File: src/rtl/vga_timing_pkg.sv
// Shared constants for the VGA timing generator: sync polarities and supported video modes.
package vga_timing_pkg;

  localparam int SYNC_ACT_LOW  = 0;
  localparam int SYNC_ACT_HIGH = 1;

  typedef struct packed {
    int h_active;
    int h_fp;
    int h_sync;
    int h_bp;
    int v_active;
    int v_fp;
    int v_sync;
    int v_bp;
    int hsync_pol;
    int vsync_pol;
  } vga_mode_t;

  localparam vga_mode_t MODE_640X480_72 = '{
    h_active: 640, h_fp: 24, h_sync: 40, h_bp: 128,
    v_active: 480, v_fp: 9,  v_sync: 3,  v_bp: 28,
    hsync_pol: SYNC_ACT_LOW, vsync_pol: SYNC_ACT_LOW
  };

  localparam vga_mode_t MODE_640X480_60 = '{
    h_active: 640, h_fp: 16, h_sync: 96, h_bp: 48,
    v_active: 480, v_fp: 10, v_sync: 2,  v_bp: 33,
    hsync_pol: SYNC_ACT_LOW, vsync_pol: SYNC_ACT_LOW
  };

  // Blanking interval is front porch + sync + back porch; it precedes the active region.
  function automatic int axis_blank(input int fp, input int sync, input int bp);
    return fp + sync + bp;
  endfunction

  function automatic int axis_total(input int active, input int fp, input int sync, input int bp);
    return axis_blank(fp, sync, bp) + active;
  endfunction

endpackage

File: src/rtl/vga_axis_counter.sv
// One timing axis (horizontal or vertical): wrapping position counter plus sync/blank decode.
module vga_axis_counter
  import vga_timing_pkg::*;
#(
  parameter int ACTIVE = 640,
  parameter int FP     = 24,
  parameter int SYNC   = 40,
  parameter int BP     = 128,
  parameter int W      = 10
) (
  input  logic         clk,
  input  logic         rst_n,
  input  logic         en,
  output logic [W-1:0] count,
  output logic         wrap,
  output logic         sync_raw,
  output logic         blank
);

  localparam int BLANK = axis_blank(FP, SYNC, BP);
  localparam int TOTAL = axis_total(ACTIVE, FP, SYNC, BP);

  localparam logic [W-1:0] LAST       = W'(TOTAL - 1);
  localparam logic [W-1:0] BLANK_W    = W'(BLANK);
  localparam logic [W-1:0] SYNC_START = W'(FP);
  localparam logic [W-1:0] SYNC_END   = W'(FP + SYNC);

  always_ff @(posedge clk or negedge rst_n) begin
    if (!rst_n) begin
      count <= '0;
    end else if (en) begin
      count <= wrap ? '0 : count + W'(1);
    end
  end

  assign wrap  = (count == LAST);
  assign blank = (count < BLANK_W);

  // With no front porch the lower bound is always true, so it is dropped to keep the compare meaningful.
  generate
    if (FP == 0) begin : g_sync_at_zero
      assign sync_raw = (count < SYNC_END);
    end else begin : g_sync_after_fp
      assign sync_raw = (count >= SYNC_START) && (count < SYNC_END);
    end
  endgenerate

endmodule

File: src/rtl/vga_timing_gen.sv
// Parametrised VGA sync/timing generator with pixel enable, sync polarity, strobes and blanking flags.
// Define VGA_TIMING_FRAMECNT_EN to enable the completed-frame counter on frame_count.
module vga_timing_gen
  import vga_timing_pkg::*;
#(
  parameter int CNT_W     = 10,
  parameter int H_ACTIVE  = MODE_640X480_72.h_active,
  parameter int H_FP      = MODE_640X480_72.h_fp,
  parameter int H_SYNC    = MODE_640X480_72.h_sync,
  parameter int H_BP      = MODE_640X480_72.h_bp,
  parameter int V_ACTIVE  = MODE_640X480_72.v_active,
  parameter int V_FP      = MODE_640X480_72.v_fp,
  parameter int V_SYNC    = MODE_640X480_72.v_sync,
  parameter int V_BP      = MODE_640X480_72.v_bp,
  parameter int HSYNC_POL = MODE_640X480_72.hsync_pol,
  parameter int VSYNC_POL = MODE_640X480_72.vsync_pol,
  parameter int FRAME_W   = 8
) (
  input  logic               px_clk,
  input  logic               reset,
  input  logic               px_en,
  output logic               hsync,
  output logic               vsync,
  output logic               activevideo,
  output logic [CNT_W-1:0]   x_px,
  output logic [CNT_W-1:0]   y_px,
  output logic               hblank,
  output logic               vblank,
  output logic               line_start,
  output logic               frame_start,
  output logic [FRAME_W-1:0] frame_count
);

  localparam int H_BLANK = axis_blank(H_FP, H_SYNC, H_BP);
  localparam int H_TOTAL = axis_total(H_ACTIVE, H_FP, H_SYNC, H_BP);
  localparam int V_BLANK = axis_blank(V_FP, V_SYNC, V_BP);
  localparam int V_TOTAL = axis_total(V_ACTIVE, V_FP, V_SYNC, V_BP);

  localparam logic [CNT_W-1:0] H_BLANK_W = CNT_W'(H_BLANK);
  localparam logic [CNT_W-1:0] V_BLANK_W = CNT_W'(V_BLANK);
  localparam logic             HS_ACT    = (HSYNC_POL != 0);
  localparam logic             VS_ACT    = (VSYNC_POL != 0);

  generate
    if (H_TOTAL > (1 << CNT_W)) begin : g_h_too_wide
      $error("vga_timing_gen: H_TOTAL does not fit in CNT_W bits");
    end
    if (V_TOTAL > (1 << CNT_W)) begin : g_v_too_wide
      $error("vga_timing_gen: V_TOTAL does not fit in CNT_W bits");
    end
  endgenerate

  logic [CNT_W-1:0] h_count;
  logic [CNT_W-1:0] v_count;
  logic             h_wrap;
  logic             v_wrap;
  logic             h_sync_raw;
  logic             v_sync_raw;
  logic             h_blank;
  logic             v_blank;
  logic             v_en;
  logic             active;

  assign v_en = px_en & h_wrap;

  vga_axis_counter #(
    .ACTIVE(H_ACTIVE), .FP(H_FP), .SYNC(H_SYNC), .BP(H_BP), .W(CNT_W)
  ) u_h_axis (
    .clk     (px_clk),
    .rst_n   (reset),
    .en      (px_en),
    .count   (h_count),
    .wrap    (h_wrap),
    .sync_raw(h_sync_raw),
    .blank   (h_blank)
  );

  vga_axis_counter #(
    .ACTIVE(V_ACTIVE), .FP(V_FP), .SYNC(V_SYNC), .BP(V_BP), .W(CNT_W)
  ) u_v_axis (
    .clk     (px_clk),
    .rst_n   (reset),
    .en      (v_en),
    .count   (v_count),
    .wrap    (v_wrap),
    .sync_raw(v_sync_raw),
    .blank   (v_blank)
  );

  assign active = !h_blank && !v_blank;

  // Every output is decoded from the same (h_count, v_count) on the same edge, so nothing is skewed.
  always_ff @(posedge px_clk or negedge reset) begin
    if (!reset) begin
      hsync       <= ~HS_ACT;
      vsync       <= ~VS_ACT;
      activevideo <= 1'b0;
      x_px        <= '0;
      y_px        <= '0;
      hblank      <= 1'b0;
      vblank      <= 1'b0;
      line_start  <= 1'b0;
      frame_start <= 1'b0;
    end else if (px_en) begin
      hsync       <= h_sync_raw ? HS_ACT : ~HS_ACT;
      vsync       <= v_sync_raw ? VS_ACT : ~VS_ACT;
      activevideo <= active;
      x_px        <= active ? (h_count - H_BLANK_W) : '0;
      y_px        <= active ? (v_count - V_BLANK_W) : '0;
      hblank      <= h_blank;
      vblank      <= v_blank;
      line_start  <= (h_count == '0);
      frame_start <= (h_count == '0) && (v_count == '0);
    end
  end

`ifdef VGA_TIMING_FRAMECNT_EN
  logic               frame_done_reg;
  logic [FRAME_W-1:0] frame_count_reg;

  // The last pixel is flagged first; the increment lands with the following (0,0) pixel so it lines up with frame_start.
  always_ff @(posedge px_clk or negedge reset) begin
    if (!reset) begin
      frame_done_reg  <= 1'b0;
      frame_count_reg <= '0;
    end else if (px_en) begin
      frame_done_reg <= h_wrap & v_wrap;
      if (frame_done_reg) begin
        frame_count_reg <= frame_count_reg + FRAME_W'(1);
      end
    end
  end

  assign frame_count = frame_count_reg;
`else
  logic unused_v_wrap;

  assign unused_v_wrap = v_wrap;
  assign frame_count   = '0;
`endif

endmodule

File: config.mk
export PLATFORM = sky130hd
export DESIGN_NAME = vga_timing_gen
export DESIGN_NICKNAME = d
export VERILOG_FILES = /design/src/rtl/vga_timing_pkg.sv /design/src/rtl/vga_axis_counter.sv /design/src/rtl/vga_timing_gen.sv
export SDC_FILE = /design/constraint.sdc
export NUM_CORES = 1
export LEC_CHECK = 0
export ABC_AREA = 0
export CAP_MARGIN = 30
export CORE_MARGIN = 3
export CORE_UTILIZATION = 30
export DETAILED_ROUTE_END_ITERATION = 8
export DONT_BUFFER_PORTS = 1
export SETUP_SLACK_MARGIN = 0.02
export SLEW_MARGIN = 0
export SYNTH_ARGS = -nofsm -noshare
export SYNTH_HDL_FRONTEND = slang
export SYNTH_SLANG_ARGS = --single-unit
File: constraint.sdc
create_clock -name px_clk -period 2.4 [get_ports px_clk]
set_input_delay 0.48 -clock px_clk [delete_from_list [all_inputs] [get_ports px_clk]]
set_output_delay 0.48 -clock px_clk [all_outputs]
set_load 0.02 [all_outputs]
Word level (Yosys, flattened, before mapping)

Index checks and enable logic that the tools add are counted.

Add/subtract/negate cells: 4
Order comparisons: 6
Equal/unequal tests: 2
Multiplexer cells: 6
Bitwise operators: 1
Reductions and logical operators: 8

Operator list:

| cell                  | count |
|---|---|
| $mux 10               | 4 |
| $add 10x1->10 const B | 2 |
| $eq 10x10->1 const B  | 2 |
| $logic_not 10->1      | 2 |
| $ge 10x4->1 const B   | 1 |
| $ge 10x5->1 const B   | 1 |
| $lt 10x4->1 const B   | 1 |
| $lt 10x6->1 const B   | 1 |
| $lt 10x7->1 const B   | 1 |
| $lt 10x8->1 const B   | 1 |
| $sub 10x6->10 const B | 1 |
| $sub 10x8->10 const B | 1 |
| $logic_and 1x1->1     | 4 |
| $logic_not 1->1       | 2 |
| $mux 1                | 2 |
| $and 1x1->1           | 1 |

Register bits: 47
Input port bits: 3
Output and inout port bits: 35
Logic and storage cells: 38

Logic depth before layout (Yosys ltp)

Gate-level depths: netlist of the first run.

Word-level depth: 4
Depth in mapped cells: 7
Depth with buffers taken out: 6

Hierarchy

Synthesis of the first run repeated with hierarchy kept, for this count alone.

Cells, all modules: 252
Area, all modules: 2457.4 um^2

By module, submodules not included:

| module                      | times used | cells an instance | area each (um^2) | sequential area each (um^2) |
|---|---|---|---|---|
| vga_timing_gen              | 1          | 136               | 1318.8           | 678.2 |
| vga_axis_counter (u_h_axis) | 1          | 59                | 570.5            | 250.2 |
| vga_axis_counter (u_v_axis) | 1          | 57                | 568.0            | 250.2 |

Worst setup path after synthesis of the first run

Ideal clock, no wire load.

Path kind: flip-flop to flip-flop
Start point: register u_h_axis.count[6]
End point: register u_v_axis.count[3]
Library setup time: 0.083 ns
Arrival: 1.887 ns
Data required time: 2.317 ns
Path slack: 0.431 ns
Cell stages (with the launch flop): 8
Buffers on the path: 1
Clock period less this slack: 1.969 ns
Path through: dfrtp_1 > inv_1 > ha_1 > nand3_1 > or3_1 > buf_6 > or4_1 > o21ai_0

Word-level cells in the longest chain between the ends: 2

RTL lines:

| item                   | RTL line               | source |
|---|---|---|
| start, declared        | vga_axis_counter.sv:14 | `output logic [W-1:0] count,` |
| start signal, assigned | vga_axis_counter.sv:32 | `count <= wrap ? '0 : count + W'(1);` |
| $eq 10x10->1           | vga_axis_counter.sv:36 | `assign wrap = (count == LAST);` |
| $and 1x1->1            | vga_timing_gen.sv:64   | `assign v_en = px_en & h_wrap;` |
| end signal, assigned   | vga_axis_counter.sv:32 |  |
| end, declared          | vga_axis_counter.sv:14 |  |

Every way passes these cells.
A chain may end at the register's enable or synchronous reset.

Final worst setup path of the first run

Ends and elaborated chain as after synthesis.

==> results of run 1 <==
metrics by stage:
stage	total power (W)	util	setup WS [ns]	hold WS (ns)
after floorplan	0.00105	-	0.431	0.184
after global placement	0.00108	0.327	0.402	0.187
after detailed placement	0.00108	0.327	0.354	0.187
after CTS	0.00158	0.344	0.337	0.00617
after global routing	0.00165	0.346	0.193	0.0191
final	0.00155	0.346	0.324	0.0145
cell usage after synthesis, drive strengths merged, types with 4 or more instances:
cell type | count | area [µm²]
dfrtp | 45 | 1130
a22o | 20 | 175
buf | 12 | 88.8
nand2 | 12 | 45.0
nor2 | 12 | 45.0
ha | 11 | 138
inv | 10 | 37.5
nand3 | 10 | 55.1
o21ai | 10 | 50.1
xnor2 | 10 | 87.6
clkbuf | 9 | 33.8
nor4 | 6 | 37.5
xor2 | 6 | 52.6
a21oi | 4 | 20.0
nand4 | 4 | 25.0
worst paths after layout:
| kind | endpoint | slack (ns) |
|---|---|---|
| min reg2reg | x_px[1]$_DFFE_PN0P_ | 0.59 |
| min in group px_clk | u_h_axis.count[1]$_DFFE_PN0P_ | 0.28 |
| max | u_v_axis.count[3]$_DFFE_PN0P_ | 0.32 |
| max reg2reg | u_v_axis.count[3]$_DFFE_PN0P_ | 0.32 |
| min | u_h_axis.count[4]$_DFFE_PN0P_ | 0.01 |
| max in group asynchronous | vsync$_DFFE_PN1P_ | 1.81 |
flip-flops by register name, summed over array words and instances, names as in the netlist:
| register | cells |
|---|---|
| vsync | 1 |
| activevideo | 1 |
| line_start | 1 |
| vblank | 1 |
| hblank | 1 |
| u_v_axis.count | 10 |
| y_px | 10 |
| x_px | 10 |
| u_h_axis.count | 10 |
| hsync | 1 |
| frame_start | 1 |
power breakdown:
group | internal [W] | switching, W | leakage, nW | total, W
Sequential | 0.000837 | 0.0000856 | 0.613 | 0.000923
Clock | 0.000203 | 0.000267 | 0.0402 | 0.000469
Combinational | 0.0000661 | 0.0000955 | 0.484 | 0.000162
Total | 0.00111 | 0.000448 | 1.14 | 0.00155
cell type report:
| cell class | count | share of cell area |
|---|---|---|
| flip-flops and latches | 47 | 0.462 |
| inverters | 11 | 0.0162 |
| well taps | 99 | 0.0486 |
| clock inverters | 3 | 0.00785 |
| multi-input cells | 143 | 0.396 |
| repair buffers | 11 | 0.0422 |
| clock buffers | 5 | 0.0270 |
routing by layer:
layer	wire length, µm	track usage
met3	276	0.0409
met4	60	0.0409
met1	2310	0.157
met5	0	0
met2	2090	0.165
worst max-delay path, cell delays in order (launching register included):
cell and delay, ns:
dfrtp_1 0.42, inv_1 0.16, ha_1 0.23, nand3_1 0.12, or3_1 0.47, or4_1 0.53
o21ai_0 0.08
logic make-up after synthesis:
logic type | Yosys count | synth area share
and+or+nand+nor | 58 | 0.132
xor gates and xnor gates | 16 | 0.0603
other | 1 | 0.00161
muxes | 3 | 0.0140
DFF | 47 | 0.507
adders and majority gates | 11 | 0.0592
buffers and inverters | 32 | 0.0705
AOI/OAI and AO/OA | 47 | 0.155
repair_timing:
| item | in CTS | in global routing |
|---|---|---|
| gates resized for setup | 0 | 0 |
| endpoints found under the hold margin | 45 | 1 |
| setup endpoints to repair | 0 | 0 |
| hold buffers | 2 | 1 |
==> impl_metrics.env, run 1 <==
export IMPL_netlist_area_um2=2320
export IMPL_p_per_area_nw_per_um2=610
export IMPL_die_w_um=94.0
export IMPL_numPortBuffers=0
export IMPL_multi_input_area_um2=1010
export IMPL_yosysUniqueCellTypes=43
export IMPL_area_growth_pct=9.63
export IMPL_avgRoutedWirePerCell_um=14.8
export IMPL_synth_ff_type="dfrtp_1"
export IMPL_setup_viol=0
export IMPL_drt_first_pass_iters=4
export IMPL_drtIter0Drc=123
export IMPL_ys_seq_area_frac=0.507
export IMPL_worst_ep_required_time_ns=2.62
export IMPL_clk_pin_slew_worst_paths_ns=0.09
export IMPL_final_cell_mix="dfrtp_1, a22o_1, nor2_1, nand2_1, ha_1"
export IMPL_die_area_um2=8840
export IMPL_synth_edf_count=0
export IMPL_io_pins=38
export IMPL_startpoint_type="flip-flop"
export IMPL_drv_cap=0
export IMPL_ys_warn_count=0
export IMPL_cp_arrival_ns=2.30
export IMPL_cts_max_level=2
export IMPL_final_common_cell="dfrtp_1"
export IMPL_period_minus_slack_ns=2.08
export IMPL_place_congestion=0.831
export IMPL_postRouteAntennaNets=0
export IMPL_fmax_ghz=0.482
export IMPL_die_h_um=94.0
export IMPL_cts_sinks=47
export IMPL_syn_area_per_cell_um2=10.8
export IMPL_status="finished, final reports clean"
export IMPL_fill_cells=739
export IMPL_drc=0
export IMPL_r2r_cells=6
export IMPL_grt_pass1_vias=1523
export IMPL_finalSetupTns_ns=0
export IMPL_rsz0062_at_grt="false"
export IMPL_crit_path_max_fanout=9
export IMPL_vias=1601
export IMPL_cts_tree="yes"
export IMPL_hold_viol=0
export IMPL_drive_above_1_share=0.114
export IMPL_ir_drop_mv=0.233
export IMPL_fp_row_count=31
export IMPL_cp_end_kind="flip-flop"
export IMPL_final_area_um2=2550
export IMPL_overflow=0
export IMPL_clk_path_buf_depth=2
export IMPL_crit_start="u_h_axis.count[6]$_DFFE_PN0P_"
export IMPL_groute_usage_overall=0.114
export IMPL_register_area_um2=1180
export IMPL_postCtsSetupBuffers=0
export IMPL_root_buffer="clkbuf_8"
export IMPL_power_leakage_nw=1.14
export IMPL_dpl_cell_area_um2=2410
export IMPL_finClkSkew_ns=0.00558
export IMPL_antenna_found_initial=0
export IMPL_slew_violations=0
export IMPL_timing_final_crit_share=0.865
export IMPL_vias_per_cell=5.02
export IMPL_r2r_start="u_h_axis.count[6]$_DFFE_PN0P_"
export IMPL_core_um2=7370
export IMPL_start_util=0.315
export IMPL_grt_max_degree=46
export IMPL_n_antenna_cell=0
export IMPL_wl_um=4740
export IMPL_ys_async_sr_fraction=1.00
export IMPL_clk_insertion_delay_late_ns=0.30
export IMPL_critical_path_class="flip-flop to flip-flop"
export IMPL_cts_made_buffers=5
export IMPL_dp_cells=308
export IMPL_dpl_hpwl_um=3390
export IMPL_synth_seq_cells=47
export IMPL_instances_no_fill=319
export IMPL_hold_class="primary input to asynchronous set/reset pin"
export IMPL_grt_pass1_wl_um=7890
export IMPL_nets=233
export IMPL_netlist_instances=215
Power figures use the tool's default switching activity.
==> run 2: changes to the inputs <==
--- a/config.mk
+++ b/config.mk
@@ -7,7 +7,6 @@
 export LEC_CHECK = 0
 export ABC_AREA = 0
 export CAP_MARGIN = 30
-export CORE_MARGIN = 3
 export CORE_UTILIZATION = 30
 export DETAILED_ROUTE_END_ITERATION = 8
 export DONT_BUFFER_PORTS = 1
==> run 2 against run 1 <==
Effect of this change: the flow now finishes with violations (negative hold slack); die area is 8.3% lower; sequential power hardly changed; clock-buffer cell count is the same; via count decreased by 1.2%; worst hold slack got worse by 0.017 ns; first-iteration DRC count down 4.1%; register-to-register slack better by 0.02 ns; worst setup slack better by 0.018 ns.
==> impl_metrics.env, run 2 (synthesis results as in run 1) <==
export IMPL_status="finished with violations"
export IMPL_violations="negative hold slack"
export IMPL_die_area_um2=8110
export IMPL_place_congestion=0.757
export IMPL_vias_per_cell=4.96
export IMPL_cts_made_buffers=5
export IMPL_area_growth_pct=11.7
export IMPL_hold_class="primary input to asynchronous set/reset pin"
export IMPL_finalSetupTns_ns=0
export IMPL_cts_sinks=47
export IMPL_fp_row_count=31
export IMPL_grt_max_degree=46
export IMPL_groute_usage_overall=0.123
export IMPL_worst_ep_required_time_ns=2.64
export IMPL_finClkSkew_ns=0.00919
export IMPL_wl_um=4680
export IMPL_antenna_found_initial=0
export IMPL_fill_cells=722
export IMPL_final_common_cell="dfrtp_1"
export IMPL_drive_above_1_share=0.114
export IMPL_clk_path_buf_depth=2
export IMPL_final_cell_mix="dfrtp_1, a22o_1, nor2_1, nand2_1, ha_1"
export IMPL_start_util=0.315
export IMPL_die_w_um=90.0
export IMPL_drv_cap=0
export IMPL_root_buffer="clkbuf_8"
export IMPL_ir_drop_mv=0.259
export IMPL_cp_arrival_ns=2.30
export IMPL_setup_viol=0
export IMPL_dpl_cell_area_um2=2410
export IMPL_postCtsSetupBuffers=0
export IMPL_final_area_um2=2600
export IMPL_critical_path_class="flip-flop to flip-flop"
export IMPL_rsz0062_at_grt="false"
export IMPL_startpoint_type="flip-flop"
export IMPL_drt_first_pass_iters=4
export IMPL_grt_pass1_wl_um=8020
export IMPL_fmax_ghz=0.486
export IMPL_multi_input_area_um2=1010
export IMPL_grt_pass1_vias=1561
export IMPL_cts_tree="yes"
export IMPL_dpl_hpwl_um=3190
export IMPL_avgRoutedWirePerCell_um=14.7
export IMPL_nets=233
export IMPL_p_per_area_nw_per_um2=687
export IMPL_clk_pin_slew_worst_paths_ns=0.09
export IMPL_core_um2=7370
export IMPL_slew_violations=0
export IMPL_drc=0
export IMPL_postRouteAntennaNets=0
export IMPL_clk_insertion_delay_late_ns=0.31
export IMPL_register_area_um2=1180
export IMPL_numPortBuffers=0
export IMPL_io_pins=38
export IMPL_period_minus_slack_ns=2.06
export IMPL_power_leakage_nw=1.16
export IMPL_drtIter0Drc=118
export IMPL_crit_path_max_fanout=9
export IMPL_vias=1582
export IMPL_die_h_um=90.0
export IMPL_cp_end_kind="flip-flop"
export IMPL_hold_slack_ns=-0.00244
export IMPL_cts_max_level=2
export IMPL_n_antenna_cell=0
export IMPL_hold_viol=1
export IMPL_timing_final_crit_share=0.857
export IMPL_overflow=0
[run 2: changes by cell type in the layout (fill, tap and decap cells not counted), sizes merged]
cell / delta
bufinv: +2
clkinvlp: -1
clkinv: -1
[run 2: cell type report]
| cell class | instances | share of cell area |
|---|---|---|
| tap | 99 | 0.0477 |
| sequential | 47 | 0.454 |
| multi-input combinational | 143 | 0.388 |
| timing repair buffer | 11 | 0.0414 |
| clock inverter | 3 | 0.0260 |
| inverter | 11 | 0.0159 |
| clock buffer | 5 | 0.0265 |
[run 2: report_power, final]
| group | internal, W | switching [W] | leakage (nW) |
|---|---|---|---|
| Clock | 0.000415 | 0.000280 | 0.0644 |
| Combinational | 0.0000664 | 0.0000957 | 0.484 |
| Sequential | 0.000837 | 0.0000893 | 0.613 |
| Total | 0.00132 | 0.000465 | 1.16 |
[run 2: worst paths after layout]
| path | start | cells after the start | slack [ns] | to |
|---|---|---|---|---|
| worst min-delay path | reset | 1 | -0.002 | frame_start$_DFFE_PN0P_ |
| worst min register to register | u_h_axis.count[1]$_DFFE_PN0P_ | 1 | 0.58 | x_px[1]$_DFFE_PN0P_ |
| min in group px_clk | px_en | 1 | 0.27 | u_h_axis.count[1]$_DFFE_PN0P_ |
| worst max-delay path | u_h_axis.count[6]$_DFFE_PN0P_ | 6 | 0.34 | u_v_axis.count[3]$_DFFE_PN0P_ |
| max in group asynchronous | reset | 1 | 1.82 | vsync$_DFFE_PN1P_ |
| worst max register to register | u_h_axis.count[6]$_DFFE_PN0P_ | 6 | 0.34 | u_v_axis.count[3]$_DFFE_PN0P_ |
[run 2: through the flow]
stage,total power (W),instances,hold WS (ns),util,worst slack (ns)
2_1_floorplan,0.00105,222,0.184,-,0.431
3_3_place_gp,0.00108,308,0.186,0.327,0.409
3_5_place_dp,0.00108,308,0.187,0.327,0.353
4_1_cts,0.00180,318,0.00205,0.351,0.341
5_1_grt,0.00185,319,0.00192,0.352,0.178
6_report,0.00178,319,-0.00244,0.352,0.342
[run 2: repair_timing]
item                      CTS  global route
hold buffers                2             1
resized for setup           0             0
hold endpoints to repair   45             1
[run 2: critical path, cell delays in order, from the launching register on]
cell and delay, ns:
dfrtp_1 0.42, inv_1 0.16, ha_1 0.22, nand3_1 0.12
or3_1 0.46, or4_1 0.53, o21ai_0 0.08
[run 2: routing by layer]
layer	share of wire	track usage	vias to the layer above	wire length [µm]
met5	0	0	-	0
met3	0.053	0.0423	5	247
li1	-	-	761	-
met4	0.016	0.0457	0	75
met1	0.50	0.166	780	2320
met2	0.43	0.181	36	2030
==> run 3: changes to the inputs <==
==> constraint.sdc (replaced) <==
create_clock -name px_clk -period 2.4 [get_ports px_clk]
set_input_delay 0.6 -clock px_clk [delete_from_list [all_inputs] [get_ports px_clk]]
set_output_delay 0.6 -clock px_clk [all_outputs]
set_load 0.02 [all_outputs]
==> run 3 against run 2 <==
Effect of this change: the flow now finishes without violations; worst hold slack better by 0.13 ns; power is 13% lower; first-iteration DRC count is 35% higher; maximum frequency is 0.45% lower; die area stayed put; clock skew is 0.00089 ns lower; critical path depth stayed put; non-clock buffer count is 3 lower; core utilization is 1.1 points lower; clock-buffer cell count stayed put; clock power is 34% lower; combinational power hardly changed; critical endpoint unchanged.
==> impl_metrics.env, run 3 (synthesis results as in run 1) <==
export IMPL_cts_sinks=47
export IMPL_cts_resized=0
export IMPL_switching_share=0.288
export IMPL_overflow=0
export IMPL_cts_made_buffers=5
export IMPL_final_common_cell="dfrtp_1"
export IMPL_worstPathCellList="inv_1 -> ha_1 -> nand3_1 -> or3_1 -> or4_1 -> o21ai_0"
export IMPL_crit_path_max_fanout=9
export IMPL_root_buffer="clkbuf_8"
export IMPL_instances_no_fill=316
export IMPL_die_h_um=90.0
export IMPL_antenna_found_initial=0
export IMPL_place_congestion=0.793
export IMPL_wl_um=4680
export IMPL_dp_cells=307
export IMPL_ir_drop_mv=0.193
export IMPL_clkPwrFrac=0.298
export IMPL_power_leakage_nw=1.13
export IMPL_slew_violations=0
export IMPL_drtIter0Drc=159
export IMPL_n_antenna_cell=0
export IMPL_vias_per_cell=5.03
export IMPL_rsz0062_at_grt="false"
export IMPL_final_cell_mix="dfrtp_1, a22o_1, nor2_1, nand2_1, ha_1"
export IMPL_p_int_w=0.00110
export IMPL_p_per_area_nw_per_um2=614
export IMPL_core_um2=7370
export IMPL_area_growth_pct=8.23
export IMPL_clk_path_buf_depth=2
export IMPL_hold_class="primary input to asynchronous set/reset pin"
export IMPL_vias=1590
export IMPL_finalSetupTns_ns=0
export IMPL_cts_tree="yes"
export IMPL_numPortBuffers=0
export IMPL_drt_first_pass_iters=4
export IMPL_io_pins=38
export IMPL_fmax_ghz=0.484
export IMPL_clk_pin_slew_worst_paths_ns=0.09
export IMPL_status="finished, final reports clean"
export IMPL_avgRoutedWirePerCell_um=14.8
export IMPL_drive_above_1_share=0.111
export IMPL_period_minus_slack_ns=2.07
export IMPL_dpl_cell_area_um2=2400
export IMPL_hold_viol=0
export IMPL_hold_slack_ns=0.132
export IMPL_switching_power_w=0.000445
export IMPL_final_area_um2=2520
export IMPL_cts_max_level=2
export IMPL_critical_path_class="flip-flop to flip-flop"
export IMPL_nets=230
export IMPL_die_w_um=90.0
export IMPL_clk_insertion_delay_late_ns=0.30
export IMPL_timing_final_crit_share=0.861
export IMPL_cp_arrival_ns=2.29
export IMPL_startpoint_type="flip-flop"
export IMPL_critPathSlowestCell="or4_1"
export IMPL_seq_power_share=0.599
export IMPL_cp_end_kind="flip-flop"
export IMPL_postRouteAntennaNets=0
export IMPL_finClkSkew_ns=0.00831
export IMPL_groute_usage_overall=0.129
export IMPL_die_area_um2=8110
export IMPL_grt_max_degree=46
export IMPL_drv_cap=0
export IMPL_dpl_hpwl_um=3310
export IMPL_setup_viol=0
export IMPL_start_util=0.315
export IMPL_grt_pass1_vias=1528
export IMPL_drc=0
export IMPL_postCtsSetupBuffers=0
export IMPL_comb_power_share=0.103
export IMPL_grt_pass1_wl_um=8270
export IMPL_hold_buffers=1
export IMPL_fp_row_count=31
export IMPL_worst_ep_required_time_ns=2.62
export IMPL_max_stage_delay_ns=0.53
-- run 3: final timing paths --
kind	from	slack (ns)	endpoint	cells after the start
max in group asynchronous	reset	2.06	u_h_axis.count[6]$_DFFE_PN0P_	1
min in group px_clk	px_en	0.39	u_h_axis.count[0]$_DFFE_PN0P_	1
worst min-delay path	reset	0.13	hsync$_DFFE_PN1P_	0
worst min register to register	hsync$_DFFE_PN1P_	0.59	hsync$_DFFE_PN1P_	1
worst max-delay path	u_h_axis.count[6]$_DFFE_PN0P_	0.33	u_v_axis.count[3]$_DFFE_PN0P_	6
worst max register to register	u_h_axis.count[6]$_DFFE_PN0P_	0.33	u_v_axis.count[3]$_DFFE_PN0P_	6
-- run 3: layer usage --
layer  part of all wire  track usage  vias up
li1                   -            -      764
met1               0.48        0.182      767
met2               0.43        0.178       51
met3              0.063       0.0448        8
met4              0.019       0.0511        0
met5                  0            0        -
-- run 3: cell type report --
type / count / area (µm²)
Clock inverter: 3 / 15.0
Inverter: 11 / 41.3
Fill cell: 749 / 4850
Multi-Input combinational cell: 143 / 1010
Sequential cell: 47 / 1180
Timing Repair Buffer: 8 / 80.1
Tap cell: 99 / 124
Clock buffer: 5 / 68.8
-- run 3: worst max-delay path, delay by kind of cell, from the launching register on --
kind	cells	cell delay, ns
fa+ha+maj	1	0.22
buf+inv	1	0.16
compound gates	1	0.08
simple gates	3	1.12
flops	1	0.42
-- run 3: power by group through the flow --
stage / registers, W / clock network (W) / logic (W)
6_report: 0.000926 / 0.000461 / 0.000159
5_1_grt: 0.000937 / 0.000510 / 0.000185
4_1_cts: 0.000926 / 0.000478 / 0.000160
3_5_place_dp: 0.000941 / 0 / 0.000139
3_3_place_gp: 0.000939 / 0 / 0.000138
2_1_floorplan: 0.000903 / 0 / 0.000147
-- run 3: stage by stage --
| stage | utilization | total power, W | setup WS [ns] |
|---|---|---|---|
| global route | 0.341 | 0.00163 | 0.142 |
| CTS | 0.341 | 0.00156 | 0.336 |
| detailed placement | 0.326 | 0.00108 | 0.362 |
| floorplan | - | 0.00105 | 0.431 |
| finish | 0.341 | 0.00155 | 0.333 |
| global placement | 0.326 | 0.00108 | 0.401 |
